[src/rtl/apb_pkg.sv]
// apb_pkg: shared APB state encoding, response status codes and bus width defaults
package apb_pkg;

    localparam int DATASIZE_DEF = 32;
    localparam int ADDRSIZE_DEF = 32;

    typedef enum logic [1:0] {
        IDLE   = 2'd0,
        SETUP  = 2'd1,
        ACCESS = 2'd2
    } apb_state_t;

    // {timeout, err}; a timeout always reports as an error too
    localparam logic [1:0] RSP_OKAY    = 2'b00;
    localparam logic [1:0] RSP_SLVERR  = 2'b01;
    localparam logic [1:0] RSP_TIMEOUT = 2'b11;

endpackage

[src/rtl/apb_wait_timer.sv]
// apb_wait_timer: counts wait-state cycles and flags the cycle that reaches the TIMEOUT limit
module apb_wait_timer #(
    parameter int TIMEOUT = 16
) (
    input  logic PCLK,
    input  logic PRESET,
    input  logic clr,
    input  logic en,
    output logic expired
);

    localparam int CW = (TIMEOUT > 0) ? $clog2(TIMEOUT + 1) : 1;
    localparam logic [CW-1:0] MAX  = CW'(TIMEOUT);
    localparam logic [CW-1:0] LAST = (TIMEOUT > 0) ? CW'(TIMEOUT - 1) : '0;

    logic [CW-1:0] cnt;

    // saturating wait counter, pinned at zero when the timeout is disabled
    always_ff @(posedge PCLK or posedge PRESET)
        if (PRESET) cnt <= '0;
        else if (clr || TIMEOUT == 0) cnt <= '0;
        else if (en && cnt != MAX) cnt <= cnt + 1'b1;

    // the current waiting cycle is the TIMEOUT-th one
    assign expired = (TIMEOUT != 0) && en && cnt == LAST;

endmodule

[src/rtl/apb_master.sv]
// apb_master: valid/ready command to APB SETUP/ACCESS requester with wait-state timeout
module apb_master
    import apb_pkg::*;
#(
    parameter int DATASIZE = DATASIZE_DEF,
    parameter int ADDRSIZE = ADDRSIZE_DEF,
    parameter int TIMEOUT  = 16
) (
    input  logic                PCLK,
    input  logic                PRESET,
    input  logic                cmd_valid,
    output logic                cmd_ready,
    input  logic                cmd_write,
    input  logic [ADDRSIZE-1:0] cmd_addr,
    input  logic [DATASIZE-1:0] cmd_wdata,
    output logic                rsp_valid,
    output logic [DATASIZE-1:0] rsp_rdata,
    output logic                rsp_err,
    output logic                rsp_timeout,
    output logic                PSEL,
    output logic                PENABLE,
    output logic                PWRITE,
    output logic [ADDRSIZE-1:0] PADDR,
    output logic [DATASIZE-1:0] PWDATA,
    input  logic [DATASIZE-1:0] PRDATA,
    input  logic                PREADY,
    input  logic                PSLVERR
);

    apb_state_t state, state_nxt;
    logic [1:0] status;
    logic       hs, done, abort, wait_clr, wait_en;

    // completer inputs only matter in ACCESS; the state term masks them elsewhere
    assign hs       = cmd_valid && cmd_ready;
    assign done     = state == ACCESS && PREADY;
    assign wait_clr = state == SETUP;
    assign wait_en  = state == ACCESS && !PREADY;

    apb_wait_timer #(.TIMEOUT(TIMEOUT)) u_timer (
        .PCLK    (PCLK),
        .PRESET  (PRESET),
        .clr     (wait_clr),
        .en      (wait_en),
        .expired (abort)
    );

    // state register
    always_ff @(posedge PCLK or posedge PRESET)
        if (PRESET) state <= IDLE;
        else state <= state_nxt;

    // next state: accept in IDLE or on completion, one SETUP cycle, ACCESS until ready or abort
    always_comb begin
        state_nxt = state == IDLE  ? (cmd_valid ? SETUP : IDLE)
                  : state == SETUP ? ACCESS
                  : done           ? (cmd_valid ? SETUP : IDLE)
                  : abort          ? IDLE
                  :                  ACCESS;
    end

    // bus phase strobes and command acceptance decoded from state
    always_comb begin
        PSEL      = state != IDLE;
        PENABLE   = state == ACCESS;
        cmd_ready = !PRESET && (state == IDLE || done);
    end

    // capture the command at SETUP entry; it stays put for the whole transfer
    always_ff @(posedge PCLK or posedge PRESET)
        if (PRESET) begin
            PADDR  <= '0;
            PWRITE <= 1'b0;
            PWDATA <= '0;
        end else if (hs) begin
            PADDR  <= cmd_addr;
            PWRITE <= cmd_write;
            PWDATA <= cmd_wdata;
        end

    // single-cycle response after a completed or aborted ACCESS
    always_ff @(posedge PCLK or posedge PRESET)
        if (PRESET) begin
            rsp_valid <= 1'b0;
            status    <= RSP_OKAY;
            rsp_rdata <= '0;
        end else begin
            rsp_valid <= done || abort;
            status    <= done ? (PSLVERR ? RSP_SLVERR : RSP_OKAY) : abort ? RSP_TIMEOUT : RSP_OKAY;
            rsp_rdata <= (done && !PWRITE && !PSLVERR) ? PRDATA : '0;
        end

    assign rsp_err     = status[0];
    assign rsp_timeout = status[1];

endmodule

[config.mk]
export PLATFORM = sky130hd
export DESIGN_NAME = apb_master
export DESIGN_NICKNAME = d
export VERILOG_FILES = /design/src/rtl/apb_pkg.sv /design/src/rtl/apb_wait_timer.sv /design/src/rtl/apb_master.sv
export SDC_FILE = /design/constraint.sdc
export NUM_CORES = 1
export LEC_CHECK = 0
export ABC_AREA = 1
export CAP_MARGIN = 20
export CORE_UTILIZATION = 35
export CTS_CLUSTER_DIAMETER = 60
export CTS_CLUSTER_SIZE = 28
export DETAILED_ROUTE_END_ITERATION = 12
export PLACE_DENSITY = 0.7
export SLEW_MARGIN = 25
export SYNTH_ARGS = -nofsm -noshare
export SYNTH_HDL_FRONTEND = slang
export SYNTH_SLANG_ARGS = --single-unit
[constraint.sdc]
create_clock -name PCLK -period 10.5 [get_ports PCLK]
set_clock_uncertainty 0.05 [all_clocks]
set_input_delay 1.575 -clock PCLK [delete_from_list [all_inputs] [get_ports PCLK]]
set_output_delay 1.575 -clock PCLK [all_outputs]
set_load 0.01 [all_outputs]
==> metrics.md, run 1 <==
| Metric | Value |
|---|---|
| Outcome | complete, no violations |
| Worst Reg-to-Reg Cells | 6 |
| DPL Wire Length | 7760 um |
| Least-Margin Pin Slew | 811 ps |
| Count leader, synth | nand2_1 |
| Initial antenna violation count | 0 |
| Cell accounting for the most synthesized area | dfrtp_1 |
| Arrival @ worst endpoint | 2990 ps |
| Reg2reg start | state[1]$_DFF_PP0_ |
| DRC | 0 |
| CP Max Fanout | 3 |
| Unrepaired setup endpoints after global routing | false |
| Routed via count | 3,778 |
| Io pins | 205 |
| Post-synth EDFFs | 0 |
| Routed Wire Length | 11,300 um |
| Required @ worst endpoint | 8880 ps |
| Max rail drop VDD | 0.108 mV |
| CP max stage delay | 540 ps |
| Adder-cell share of the synthesized area | 0.00873 |
| DRT iter0 DRCs | 162 |
| Yosys Warn Count | 0 |
| Async SR Flop Fraction | 1.00 |
| Setup CP Type | in2out |
| DR vias/cell | 4.71 |
| Number of buffers created by CTS | 9 |
| Post-synthesis cell count | 461 |
| Worst reg2reg setup slack | 7890 ps |
| Max frequency | 217 MHz |
| Crit path launch | PREADY |
| Fin util | 0.556 |
| Largest net degree at the start of global routing | 109 |
| Min-delay worst type | reg2reg |
| Crit-path cells | clkdlybuf4s50_1 -> inv_2 -> a21oi_4 -> inv_2 -> nor2_1 -> clkdlybuf4s50_1 |
| Synth Area in Compound Gates | 0.00495 |
| Post-route setup slack | 5880 ps |
| Syn avg cell area | 9.33 um2 |
| Min Clock Period, post-route | 4620 ps |
| Setup WS pre-CTS | 5880 ps |
| First-pass iteration count of the detailed router | 4 |
| Initial Util | 0.358 |
| Crit end category | primary output |
| Power Density | 218 mW/mm2 |
| Fin crit share | 0.440 |
| GRT Total Usage | 0.189 |
| Deepest clock path buffer count | 2 |
| Yosys top cell area share | 0.623 |
| Clock latency on the worst-skew pair | 340 ps |
| Flops & latches, synth | 107 |
| Worst relative slew slack | 0.460 |
| Gates resized, CTS repair | 0 |
| Share of layout cells above drive strength 1 | 0.0596 |
| CP startpoint kind | input port |
| Register area share after synthesis | 0.623 |
| CTS Root Cell | clkbuf_16 |
| Overall power | 1460 uW |
| R2r endpoint | PADDR[28]$_DFFE_PP0P_ |
| Grt ovf | 0 |
| RD Place Congestion | 0.812 |
| Xor/xnor share of the synthesized area | 0 |
| Fin. max-slew vios | 0 |
| Max cap viols | 0 |
| Cell variety after synth | 17 |
| Port bufs | 204 |
| Die Span Y | 113 um |
| Post-synth top flop | dfrtp_1 |
| Buf+Inv Stages, Crit Path | 4 |
| Post-synthesis simple-gate area fraction | 0.282 |
| Cell Area, Synth | 0.00430 mm2 |
| Final net count | 754 |
| CTS tree | built |
| Crit path capture | cmd_ready |
| Setup TNS | 0 ps |
| Top cells by count, synth | nand2_1, dfrtp_1, nand4_1 |
| WL/cell | 14.1 um |
| Crit-path slowest cell | clkdlybuf4s50_1 |
| CTS sink count | 107 |
| First-pass GRT wire length | 19,100 um |
| Die area | 0.0127 mm2 |
| Post-DRT Antenna Nets | 0 |
| Largest family of logic cells by synthesized area | simple AND/OR/NAND/NOR gates |
| Die X | 113 um |
| Area of the multi-input gates | 0.00127 mm2 |
| Vias in the first global route | 3,886 |
| CORE AREA | 0.0120 mm2 |
| Number of cell rows | 40 |
| CTS clk-pin slew, worst paths | 70 ps |
| Worst path depth | 6 |
| Final setup violating endpoints | 0 |
| # Post-CTS Setup Buffers | 0 |
| Final Hold Viols | 0 |
| Lkg Pwr | 0.00332 uW |
| # fillers | 1,082 |
| Quantity of hold-fixing buffers added after cts | 0 |
| Synth top area cells | dfrtp_1, nand2_1, nand4_1 |
| Top cell family by delay on the critical path | buffers and inverters |
| Post-Syn Nets | 566 |
| Post-synthesis mux area share | 0 |
| H-tree levels | 3 |
| Seq. cell area | 0.00268 mm2 |
| P&R area growth vs syn | 55.2% |
==> sequential cells by signal (all words and copies together), names as in the netlist <==
name         count
rsp_rdata       32
rsp_valid        1
u_timer.cnt      5
state            2
status           2
PADDR           32
PWRITE           1
PWDATA          32
==> worst reg2reg max path, cell delays in order, from the launching register on <==
cell and delay [ps]:
dfrtp_1 440, a21oi_4 180, buf_4 560, nand3_2 600, buf_4 470, nand2_1 130
nand2_1 60
==> per-stage QoR <==
step	cell area [um2]	std cells	hold WS (ps)
2_1_floorplan	4300	461	440
3_3_place_gp	6400	785	402
3_5_place_dp	6400	785	409
4_1_cts	6670	801	425
5_1_grt	6670	801	435
6_report	6670	802	418
==> worst min path at each step <==
stage	end	cells past startpoint	from
5_1_grt	PADDR[22]$_DFFE_PP0P_	2	PADDR[22]$_DFFE_PP0P_
6_report	PWDATA[12]$_DFFE_PP0P_	2	PWDATA[12]$_DFFE_PP0P_
3_5_place_dp	PWDATA[12]$_DFFE_PP0P_	2	PWDATA[12]$_DFFE_PP0P_
4_1_cts	PWDATA[12]$_DFFE_PP0P_	2	PWDATA[12]$_DFFE_PP0P_
3_3_place_gp	PWDATA[14]$_DFFE_PP0P_	2	PWDATA[14]$_DFFE_PP0P_
2_1_floorplan	u_timer.cnt[4]$_DFFE_PP0P_	2	u_timer.cnt[4]$_DFFE_PP0P_
==> routing by layer <==
metal,GRT usage,wire length (um),vias to the layer above
met3,0.0477,670,21
met4,0.0871,298,0
met5,0,0,-
met1,0.226,4690,1801
met2,0.321,5660,120
li1,-,-,1836
==> layout by cell type (no fill, tap or decap) <==
| master | n |
|---|---|
| a21oi_4 | 1 |
| nand4_1 | 67 |
| inv_6 | 1 |
| nor2_2 | 11 |
| clkbuf_16 | 9 |
| o21ai_0 | 1 |
| dfrtp_1 | 107 |
| nand3_2 | 1 |
| clkbuf_8 | 1 |
| inv_2 | 3 |
| buf_4 | 4 |
| diode_2 | 1 |
| clkdlybuf4s50_1 | 203 |
| nand2_1 | 149 |
| ha_1 | 3 |
| buf_2 | 1 |
| clkinv_2 | 4 |
| nand3_1 | 6 |
| clkinv_4 | 1 |
| nand2_2 | 2 |
| clkbuf_1 | 1 |
| inv_1 | 47 |
| nor2_1 | 31 |
==> where the power goes <==
group	internal, uW	switching, uW	leakage (uW)
Sequential	531	71.8	0.00138
Clock	166	148	0.000139
Combinational	287	253	0.00179
==> cell families after synthesis <==
kind of cell	after synthesis
buffers and inverters	82
DFF	107
adders and majority gates	3
AOI/OAI and AO/OA	2
and+or+nand+nor	267
==> layout make-up <==
type / count / share of cell area
well taps: 147 / 0.0276
clock inverters: 5 / 0.00431
diodes: 1 / 0.000375
repair buffers: 208 / 0.310
flip-flops and latches: 107 / 0.401
multi-input cells: 272 / 0.191
inverters: 51 / 0.0294
clock buffers: 11 / 0.0364
No activity file was read; power rests on OpenSTA's default activity.
==> run 2: changes to the inputs <==
PLACE_DENSITY = 0.73   (was 0.7)
clock period = 4 ns   (was 10.5 ns; I/O delays follow)
==> run 2 against run 1 <==
- clock-buffer cell count is 2 higher
- register-to-register slack got worse by 6400 ps
- sequential share of layout area fell by 0.40 points
- wire length shrank 1.5%
- critical path type unchanged
- critical endpoint unchanged
==> metrics.md, run 2 (synthesized netlist as in run 1, its figures left out) <==
| Metric | Value |
|---|---|
| H-tree levels | 3 |
| Die X | 113 um |
| Sw power | 1230 uW |
| # fillers | 1,061 |
| Fin util | 0.561 |
| CORE AREA | 0.0120 mm2 |
| Share of layout cells above drive strength 1 | 0.0581 |
| CTS Root Cell | clkbuf_16 |
| Grt ovf | 0 |
| Min-delay src | PADDR[7]$_DFFE_PP0P_ |
| Largest net degree at the start of global routing | 173 |
| Worst reg2reg setup slack | 1450 ps |
| P&R area growth vs syn | 56.8% |
| Routed Wire Length | 11,100 um |
| Die Span Y | 113 um |
| Required @ worst endpoint | 3350 ps |
| CP Max Fanout | 24 |
| Reg2reg start | state[1]$_DFF_PP0_ |
| Area of the multi-input gates | 0.00127 mm2 |
| Number of buffers created by CTS | 9 |
| Crit-path slowest cell | clkdlybuf4s50_1 |
| Max frequency | 320 MHz |
| Deepest clock path buffer count | 2 |
| Diode count | 0 |
| Vias in the first global route | 3,701 |
| Commonest non-fill, non-tap cell in the layout | clkdlybuf4s50_1 |
| CTS tree | built |
| Max rail drop VDD | 0.285 mV |
| GRT Total Usage | 0.183 |
| CP startpoint kind | input port |
| Logic pwr share | 0.357 |
| Most frequent cells in the layout | clkdlybuf4s50_1, nand2_1, dfrtp_1 |
| Top cell family by delay on the critical path | buffers and inverters |
| Die area | 0.0127 mm2 |
| Power Density | 588 mW/mm2 |
| CTS clk-pin slew, worst paths | 60 ps |
| RD Place Congestion | 0.782 |
| Lkg Pwr | 0.00334 uW |
| R2r endpoint | PWDATA[12]$_DFFE_PP0P_ |
| Setup TNS | 0 ps |
| Final setup violating endpoints | 0 |
| Least-Margin Pin Slew | 831 ps |
| Hold Path Sink | PADDR[7]$_DFFE_PP0P_ |
| Io pins | 205 |
| First-pass GRT wire length | 18,500 um |
| Seq. cell area | 0.00268 mm2 |
| Internal | 2730 uW |
| Fin. max-slew vios | 0 |
| Clock latency on the worst-skew pair | 330 ps |
| Min Clock Period, post-route | 3120 ps |
| Port bufs | 204 |
| Initial antenna violation count | 0 |
| First-pass iteration count of the detailed router | 4 |
| WHS Path Cells | 2 |
| Arrival @ worst endpoint | 2470 ps |
| DRC | 0 |
| Register share of total power | 0.401 |
| Min-delay worst type | reg2reg |
| DR vias/cell | 4.59 |
| Gates resized, CTS repair | 0 |
| Final Hold Viols | 0 |
| DPL Wire Length | 7780 um |
| Initial Util | 0.358 |
| Worst relative slew slack | 0.446 |
| CP max stage delay | 550 ps |
| Worst Reg-to-Reg Cells | 5 |
| Final net count | 754 |
| Unrepaired setup endpoints after global routing | false |
| Crit-path cells | clkdlybuf4s50_1 -> inv_2 -> a21oi_4 -> inv_2 -> nor2_1 -> clkdlybuf4s50_1 |
| Clock power share | 0.242 |
| WL/cell | 13.9 um |
| Max cap viols | 0 |
| DRT iter0 DRCs | 218 |
| Setup CP Type | in2out |
| Fin crit share | 0.781 |
| Number of cell rows | 40 |
| CTS sink count | 107 |
| # Post-CTS Setup Buffers | 0 |
| Sw Share | 0.310 |
| Top Registers | PADDR x32, PWDATA x32, rsp_rdata x32 |
| Worst path depth | 6 |
| Quantity of hold-fixing buffers added after cts | 0 |
| Crit end category | primary output |
| Post-DRT Antenna Nets | 0 |
| Routed via count | 3,673 |
| Outcome | complete, no violations |
| Buf+Inv Stages, Crit Path | 4 |
==> run 2: cell count changes in the layout (fill, tap and decap cells not counted) <==
cell	before	now
clkinv_2	4	0
bufinv_16	0	2
buf_12	0	1
buf_4	4	3
clkbuf_1	1	2
clkbuf_8	1	2
clkinv_4	1	0
diode_2	1	0
inv_6	1	2
==> run 2: worst max path at each step <==
stage / start / to / slack (ps)
finish: PREADY / cmd_ready / 880
global route: PREADY / cmd_ready / 720
CTS: PREADY / cmd_ready / 840
detailed placement: PREADY / PWDATA[12]$_DFFE_PP0P_ / 680
global placement: PREADY / PWDATA[9]$_DFFE_PP0P_ / 810
floorplan: PRESET / PADDR[31]$_DFFE_PP0P_ / 1330
==> run 2: layer usage <==
layer,GRT usage,wire (um),vias to the layer above
met5,0,0,-
met4,0.0676,168,0
met3,0.0380,640,12
met2,0.311,5710,111
met1,0.232,4630,1717
li1,-,-,1833
==> run 2: per-stage QoR <==
stage               cells  cell area, um2  hold slack, ps  worst slack (ps)  total power (uW)
floorplan             461            4300             440              1330              2170
global placement      785            6410             405               809              2990
detailed placement    785            6410             409               684              3040
CTS                   801            6740             424               841              4020
global route          801            6740             444               725              4210
finish                801            6740             419               876              3960
==> run 2: worst reg2reg max path: stages (launching register included) <==
cell and delay [ps]:
dfrtp_1 440, a21oi_4 570, nand3_2 720, buf_4 490, nand2_1 110, nand2_1 60
==> run 2: cell type report <==
type / instances / area share
Timing Repair Buffer: 208 / 0.308
Tap cell: 147 / 0.0273
Sequential cell: 107 / 0.397
Multi-Input combinational cell: 272 / 0.189
Inverter: 51 / 0.0291
Clock buffer: 13 / 0.0386
Clock inverter: 3 / 0.0102
==> run 2: power by group through the flow <==
stage / Combinational (uW) / Clock [uW] / Sequential [uW]
6_report: 1420 / 961 / 1590
5_1_grt: 1550 / 1030 / 1630
4_1_cts: 1440 / 991 / 1590
3_5_place_dp: 1440 / 0 / 1600
3_3_place_gp: 1400 / 0 / 1590
2_1_floorplan: 449 / 0 / 1720
